### src/rtl/fpu_pkg.sv
// rtl/fpu_pkg.sv - shared types and latency helpers for the FP issue/writeback block
//
// Purpose: op and unit-select enums, the reservation slot record, and the
// latency function used by both the scheduler and the top.
// Ports: none (package).

package fpu_pkg;

  // Tag width carried in a slot. The top's TAG_W parameter must match it.
  localparam int FPU_TAG_W = 5;

  localparam int UL_ADDSUB_DEF = 2;
  localparam int UL_MUL_DEF    = 1;

  typedef enum logic [1:0] {
    OP_FADD = 2'b00,
    OP_FSUB = 2'b01,
    OP_FMUL = 2'b10,
    OP_FNEG = 2'b11
  } fpu_op_e;

  typedef enum logic [1:0] {
    UNIT_ADD = 2'b00,
    UNIT_SUB = 2'b01,
    UNIT_MUL = 2'b10,
    UNIT_NEG = 2'b11
  } fpu_unit_e;

  typedef struct packed {
    logic                 valid;
    logic [FPU_TAG_W-1:0] tag;
    fpu_unit_e            sel;
  } fpu_slot_t;

  // Accept-to-wb_valid latency: unit latency plus the operand register and
  // the writeback register. FNEG has no unit, only those two registers.
  function automatic int op_latency(fpu_op_e op, int ul_addsub, int ul_mul);
    int lat;
    case (op)
      OP_FADD, OP_FSUB: lat = ul_addsub + 2;
      OP_FMUL:          lat = ul_mul + 2;
      default:          lat = 2;
    endcase
    return lat;
  endfunction

  function automatic fpu_unit_e op_unit(fpu_op_e op);
    fpu_unit_e u;
    case (op)
      OP_FADD: u = UNIT_ADD;
      OP_FSUB: u = UNIT_SUB;
      OP_FMUL: u = UNIT_MUL;
      default: u = UNIT_NEG;
    endcase
    return u;
  endfunction

endpackage

### src/rtl/fpu_wb_sched.sv
// rtl/fpu_wb_sched.sv - writeback slot reservation shift register
//
// Purpose: s[k] valid means the result leaves the writeback register k+1
// cycles from now (wb_valid rises k cycles after this cycle's edge). An
// accepted op of latency L is written into s[L-1]; it collides only if s[L]
// is occupied now, since that entry shifts into s[L-1] at the same edge.
// Ports:
//   clk, rstn     clock, async active-low reset
//   flush         clear every slot at the edge
//   accept        write the op described by op/tag this edge
//   op, tag       op being offered (free is combinational on op)
//   free          the writeback slot for op is unreserved
//   head          s[1], the slot reaching writeback next edge
//   any_valid     any slot occupied

module fpu_wb_sched
  import fpu_pkg::*;
#(
  parameter int UL_ADDSUB = UL_ADDSUB_DEF,
  parameter int UL_MUL    = UL_MUL_DEF
) (
  input  logic                 clk,
  input  logic                 rstn,
  input  logic                 flush,
  input  logic                 accept,
  input  fpu_op_e              op,
  input  logic [FPU_TAG_W-1:0] tag,
  output logic                 free,
  output fpu_slot_t            head,
  output logic                 any_valid
);

  localparam int D = UL_ADDSUB + 1;

  fpu_slot_t s [1:D];
  fpu_slot_t new_slot;
  int        lat;

  always_comb begin
    lat            = op_latency(op, UL_ADDSUB, UL_MUL);
    new_slot.valid = 1'b1;
    new_slot.tag   = tag;
    new_slot.sel   = op_unit(op);
  end

  // Max-latency ops (lat == D+1) match no k and are therefore never blocked.
  always_comb begin
    free      = 1'b1;
    any_valid = 1'b0;
    for (int k = 1; k <= D; k++) begin
      if (k == lat && s[k].valid) free = 1'b0;
      any_valid = any_valid | s[k].valid;
    end
  end

  assign head = s[1];

  always_ff @(posedge clk or negedge rstn) begin
    if (!rstn) begin
      for (int k = 1; k <= D; k++) s[k] <= '0;
    end else if (flush) begin
      for (int k = 1; k <= D; k++) s[k] <= '0;
    end else begin
      for (int k = 1; k <= D; k++) begin
        if (accept && k == lat - 1) s[k] <= new_slot;
        else if (k < D)             s[k] <= s[k+1];
        else                        s[k] <= '0;
      end
    end
  end

endmodule

### src/rtl/fpu_issue_wb.sv
// rtl/fpu_issue_wb.sv - issue/writeback front end for pipelined fadd/fsub/fmul units
//
// Purpose: accepts tagged FP ops, drives a shared registered operand bus to
// free-running units, reserves the single writeback slot at issue and
// returns tagged results (possibly out of order). FNEG is done here.
// Ports:
//   clk, rstn                  clock, async active-low reset
//   in_valid/in_ready          op handshake; in_ready depends on in_op only
//   in_op, in_tag, in_x1/x2    op, destination tag, operands
//   flush                      discard all in-flight ops
//   u_x1, u_x2                 shared operand bus to all units
//   u_add_y/u_sub_y/u_mul_y    unit results
//   wb_valid/wb_tag/wb_data    single-cycle tagged result, no backpressure
//   busy                       any op in flight

module fpu_issue_wb
  import fpu_pkg::*;
#(
  parameter int TAG_W     = FPU_TAG_W,
  parameter int UL_ADDSUB = UL_ADDSUB_DEF,
  parameter int UL_MUL    = UL_MUL_DEF
) (
  input  logic             clk,
  input  logic             rstn,
  input  logic             in_valid,
  output logic             in_ready,
  input  logic [1:0]       in_op,
  input  logic [TAG_W-1:0] in_tag,
  input  logic [31:0]      in_x1,
  input  logic [31:0]      in_x2,
  input  logic             flush,
  output logic [31:0]      u_x1,
  output logic [31:0]      u_x2,
  input  logic [31:0]      u_add_y,
  input  logic [31:0]      u_sub_y,
  input  logic [31:0]      u_mul_y,
  output logic             wb_valid,
  output logic [TAG_W-1:0] wb_tag,
  output logic [31:0]      wb_data,
  output logic             busy
);

  fpu_op_e   op;
  logic      slot_free;
  logic      accept;
  logic      any_valid;
  fpu_slot_t head;
  logic [31:0] res;

  assign op       = fpu_op_e'(in_op);
  assign in_ready = rstn && !flush && slot_free;
  assign accept   = in_valid && in_ready;

  fpu_wb_sched #(
    .UL_ADDSUB (UL_ADDSUB),
    .UL_MUL    (UL_MUL)
  ) u_sched (
    .clk       (clk),
    .rstn      (rstn),
    .flush     (flush),
    .accept    (accept),
    .op        (op),
    .tag       (in_tag),
    .free      (slot_free),
    .head      (head),
    .any_valid (any_valid)
  );

  always_ff @(posedge clk or negedge rstn) begin
    if (!rstn) begin
      u_x1 <= '0;
      u_x2 <= '0;
    end else if (accept) begin
      u_x1 <= in_x1;
      u_x2 <= in_x2;
    end
  end

  // FNEG's slot reaches s[1] the cycle its operand sits on u_x1, so the
  // sign flip reads the bus directly.
  always_comb begin
    res = u_add_y;
    case (head.sel)
      UNIT_ADD: res = u_add_y;
      UNIT_SUB: res = u_sub_y;
      UNIT_MUL: res = u_mul_y;
      default:  res = {~u_x1[31], u_x1[30:0]};
    endcase
  end

  always_ff @(posedge clk or negedge rstn) begin
    if (!rstn) begin
      wb_valid <= 1'b0;
      wb_tag   <= '0;
      wb_data  <= '0;
    end else begin
      wb_valid <= head.valid && !flush;
      if (head.valid && !flush) begin
        wb_tag  <= head.tag;
        wb_data <= res;
      end
    end
  end

  assign busy = any_valid | wb_valid;

endmodule

### config.mk
export PLATFORM = sky130hd
export DESIGN_NAME = fpu_issue_wb
export DESIGN_NICKNAME = d
export VERILOG_FILES = /design/src/rtl/fpu_pkg.sv /design/src/rtl/fpu_wb_sched.sv /design/src/rtl/fpu_issue_wb.sv
export SDC_FILE = /design/constraint.sdc
export NUM_CORES = 1
export LEC_CHECK = 0
export BUFFER_PORTS_ARGS = -buffer_cell sky130_fd_sc_hd__buf_2
export CORE_ASPECT_RATIO = 1.25
export CORE_MARGIN = 1.5
export CORE_UTILIZATION = 42
export DETAILED_ROUTE_END_ITERATION = 7
export GPL_TIMING_DRIVEN = 0
export PLACE_DENSITY = 0.76
export SYNTH_ARGS = -nofsm -noshare
export SYNTH_HDL_FRONTEND = slang
export SYNTH_SLANG_ARGS = --single-unit
### constraint.sdc
create_clock -name clk -period 1.4 [get_ports clk]
set_clock_uncertainty 0.05 [all_clocks]
set_input_delay 0.14 -clock clk [delete_from_list [all_inputs] [get_ports clk]]
set_output_delay 0.14 -clock clk [all_outputs]
set_load 0.01 [all_outputs]
* Yosys cells after proc, flatten, opt, wreduce, memory -nomap -nowiden
Index checks and enable logic that the tools add are counted.
** Storage, ports and cells
- Bits of input ports :: 171
- Word-level logic and storage cells :: 53
- Output and inout port bits :: 104
- Register bits :: 126
** Operators by class
- Multiplexer cells :: 10
- $add $sub $neg :: 1
- Reductions and logical operators :: 14
- Eq/ne operators :: 10
- Bitwise operators :: 4
** Operator list (number)
- 32-bit one-hot mux with 3 select lines :: 1
- 3-bit by 32-bit equality test with 1-bit output (first input constant) :: 2
- 2-bit by 32-bit equality test with 1-bit output (first input constant) :: 1
- 24-bit two-way mux :: 1
- 8-bit two-way mux :: 3
- 1-bit logical AND :: 10
- 2-bit by 3-bit equality test with 1-bit output (first input constant) :: 2
- 2-bit one-hot mux with 3 select lines :: 1
- 3-bit one-hot mux with 2 select lines :: 1
- 2-bit by 1-bit equality test with 1-bit output (second input constant) :: 2
- 2-bit equality test (second input constant) :: 2
- 2-bit logical NOT :: 2
- 3-bit by 1-bit subtractor with 4-bit output (second input constant) :: 1
- 1-bit by 3-bit equality test with 1-bit output (first input constant) :: 1
- 1-bit two-way mux :: 3
- 1-bit bitwise OR :: 3
- 2-bit OR reduction :: 1
- 1-bit logical NOT :: 1
- 1-bit inverter :: 1

* Depth between registers and ports, before layout
- Word-level depth :: 13
- Mapped depth :: 6
- Mapped depth without buffers :: 4

* By module
From an unflattened synthesis, not the netlist that was laid out.
** Second synthesis, totals
- Cells, all modules :: 428
- Area total of the unflattened synthesis :: 5798.1 um2
** By module, submodules not included
- fpu_issue_wb :: sequential area each 2552.4 um2, area an instance 4750.8 um2, instances 1, cells an instance 342
- fpu_wb_sched :: sequential area each 600.6 um2, area an instance 1047.3 um2, instances 1, cells an instance 86

* Worst setup path before layout
Ideal clock, no wire load.
- Kind :: register to register
- From :: register u_sched.s[15] in the netlist's numbering
- To :: register u_x1[0]
- Stages on the path, launching flop included :: 6
- Clock period less this slack :: 1.495 ns
- Path slack :: -0.095 ns
- Arrival time :: 1.319 ns
- Library setup time :: 0.125 ns
- Data required time :: 1.225 ns
- Cell sequence :: dfrtp_1 mux2i_1 o21ba_2 buf_6 buf_12 mux2_4
** On the way
- Word-level cells in the longest chain between the ends :: 5
** Ends and longest elaborated chain
- from (decl) :: line fpu_wb_sched.sv:35 : fpu_slot_t s [1:D];
- from (signal, indexed assignment) :: line fpu_wb_sched.sv:65 : if (accept && k == lat - 1) s[k] <= new_slot;
- from (signal, indexed assignment) :: line fpu_wb_sched.sv:66 : else if (k < D) s[k] <= s[k+1];
- 1-bit logical AND :: line fpu_wb_sched.sv:51 : if (k == lat && s[k].valid) free = 1'b0;
- 1-bit two-way mux (2 in a row) :: line fpu_wb_sched.sv:51
- 1-bit logical AND :: line fpu_issue_wb.sv:51 : assign in_ready = rstn && !flush && slot_free;
- 1-bit logical AND :: line fpu_issue_wb.sv:52 : assign accept = in_valid && in_ready;
- to (signal assigned) :: line fpu_issue_wb.sv:74 : u_x1 <= in_x1;
- to (decl) :: line fpu_issue_wb.sv:32 : output logic [31:0] u_x1,
Every way passes these cells.
A chain may end at the register's enable or synchronous reset.

* Worst setup path after layout
- From :: register u_sched.s[7] in the netlist's numbering
- To :: output port busy
** On the way
- Word-level cells in the longest chain between the ends :: 2
** Ends and longest elaborated chain
- 1-bit bitwise OR :: line fpu_wb_sched.sv:52 : any_valid = any_valid | s[k].valid;
- 1-bit bitwise OR :: line fpu_issue_wb.sv:105 : assign busy = any_valid | wb_valid;
- to (decl) :: line fpu_issue_wb.sv:40 : output logic busy
Every way passes these cells.

==> metrics.txt <==
EDFF count, synth=0; die footprint=0.0145 sq mm; combinational power share=0.227; initial antenna violation count=0; core box area=0.0133 sq mm; final setup vio count=66; RSZ-0062 raised after global routing=true; most common cell in the netlist=dfrtp_1; hold buffers post-CTS=80; power density cells=1300 mW/mm^2; post-synthesis sequential area ratio=0.544; number of buffers created by CTS=17; failing checks=negative hold slack, negative setup slack; DRT antenna net count=0; cell taking the most area after synthesis=dfrtp_1; global-route usage over all layers=0.246; maximum fanout along the worst path=5; Pint=8.62 mW; port buffer count=274; Yosys Warn Count=0; Tmin final=1670 ps; worst hold path class=input port to asynchronous set/reset pin; Sink Count=126; synth unique cells=29; P_leak=4.48 nW; Arr. time, crit path=1480 ps; Async SR Flop Fraction=1.00; Final period util=1.19; CTS H-tree lvls=4; synth top area cells=dfrtp_1 54%, mux2_4 16%, mux2i_1 11%; Die H=134 um; Critical Path End Type=output port; Worst Path Required=1210 ps; syn_area_per_cell=13.5 sq um; Final Hold Viols=126; DP Wirelength=12100 um; Inst Count DP=876; maxcap violations=0; max frequency=598 MHz; total power=11.9 mW; switching pwr=3.25 mW; Synth top cells by count=126 x dfrtp_1, 65 x mux2i_1, 60 x mux2_4, 48 x nand2_1, 32 x o221ai_1; RD Place Congestion=0.814; Flop pwr share=0.393; switch share=0.274; syn nets=601; WL/cell=18.4 um; Root Driver=clkbuf_16; FF+latch count, synth=126; CP Launch Type=flip-flop; Synth Flop Type=dfrtp_1; first-pass GRT wire length=27300 um; # DRC=0; Via density=5.03; final instance count without filler cells=995; Pre-antenna DRT Iters=5; site row count=47; setup slack after layout=-271 ps; worst-skew pair later-pin latency=410 ps; drt initial violations=222; pin count of the biggest net entering global routing=76; Slew Limit Fails=0; via count=5002; die width=108 um; synthesized area=0.00580 sq mm; CTS tree=built; Synth top area share=0.544; Peak VDD IR=0.873 mV; worst hold slack=-434 ps; vias in the first global route=5317; clock share of power=0.379; final wirelength=18300 um; total gr overflow=0; share of cells above drive strength 1=0.504; n_diodes=0; Synth Instances=430; status=finished with violations; Area Overhead vs Synth=57.4%; starting density of the core=0.434; clk slew on worst S/H paths=60 ps; I/O pin count=275; nets=982; Setup CP Type=flip-flop to output port; CTS max path bufs=2
==> path summary, 6_finish.rpt <==
path / depth (start not counted) / to / from / slack [ps]
worst max-delay path: 2 / busy / u_sched.s[7] / -270
worst max register to register: 5 / u_x2[3] / u_sched.s[7] / -260
worst min-delay path: 1 / u_x1[15] / rstn / -430
min in group clk: 3 / wb_data[14] / u_mul_y[14] / 20
worst min register to register: 2 / wb_tag[0] / u_sched.head[2] / 380
max in group asynchronous: 2 / u_sched.s[15] / rstn / 1100
==> power by group through the flow <==
stage	sequential, mW	clock (mW)	combinational, mW
after global routing	4.74	4.74	2.90
after floorplan	4.95	0	0.955
after detailed placement	4.70	0	2.42
after CTS	4.65	4.59	2.64
final	4.67	4.50	2.70
after global placement	4.67	0	2.35
==> routing by layer <==
layer	track usage	vias to the layer above	wire length, um
met2	0.453	219	9970
li1	-	2318	-
met4	0.0906	0	418
met5	0	-	0
met1	0.276	2430	6830
met3	0.0515	35	1090
==> critical path, stage by stage, from the launching register on <==
cell and delay, ps:
dfrtp_2 450, or4_4 490, buf_6 130
==> layout by cell type (no fill, tap or decap), drive strengths merged <==
cell         count
a21oi           15
and2             6
and4b            1
buf            302
bufinv           3
clkbuf          30
clkinv           4
clkinvlp         3
conb             1
dfrtp          126
dlygate4sd3     80
inv              6
mux2            64
mux2i           65
nand2           48
nand2b           2
nand3           10
nand3b           1
nand4b           1
nor2             7
nor2b            1
o211a            2
o21ai           10
o21ba            1
o221ai          32
or2              1
or2b             1
or4              1
==> per-stage QoR <==
step | TNS [ps] | area [sq um] | worst slack (ps) | hold WS [ps] | utilization
global route | -17850 | 9130 | -293 | -395 | 0.684
global placement | -381330 | 7390 | -2280 | 321 | 0.554
CTS | -15980 | 8970 | -293 | -349 | 0.672
floorplan | -4470 | 5810 | -74.6 | -206 | -
finish | -15520 | 9130 | -271 | -434 | 0.684
detailed placement | -56900 | 7430 | -651 | 154 | 0.556
==> flip-flops by register name (all words and copies together) (netlist names) <==
signal,cells
u_x1,32
u_x2,32
wb_data,32
u_sched.s,16
u_sched.head,8
wb_tag,5
wb_valid,1
==> logic make-up after synthesis <==
| family | after synthesis | share of synthesized area |
|---|---|---|
| flip-flops | 126 | 0.544 |
| AND/OR/NAND/NOR | 80 | 0.0622 |
| buffers and inverters | 34 | 0.0429 |
| AO/OA/AOI/OAI | 60 | 0.0751 |
| other | 1 | 0.000647 |
| multiplexers | 129 | 0.275 |
==> cell type report <==
class / count / area [sq um]
inverter: 4 / 17.5
clock buffer: 20 / 447
multi-input combinational: 270 / 2460
buffer: 29 / 334
clock inverter: 12 / 161
timing repair buffer: 363 / 2340
fill: 947 / 4220
sequential: 126 / 3160
tap: 171 / 214
==> what timing repair did <==
action | in CTS | in global routing
endpoints found under the setup margin | 108 | 101
hold endpoints to repair | 157 | 70
buffers inserted | 2 | 3
pin swaps | 0 | 2
cloned | 1 | 2
gates resized for setup | 32 | 32
No activity file was read; power rests on OpenSTA's default activity.
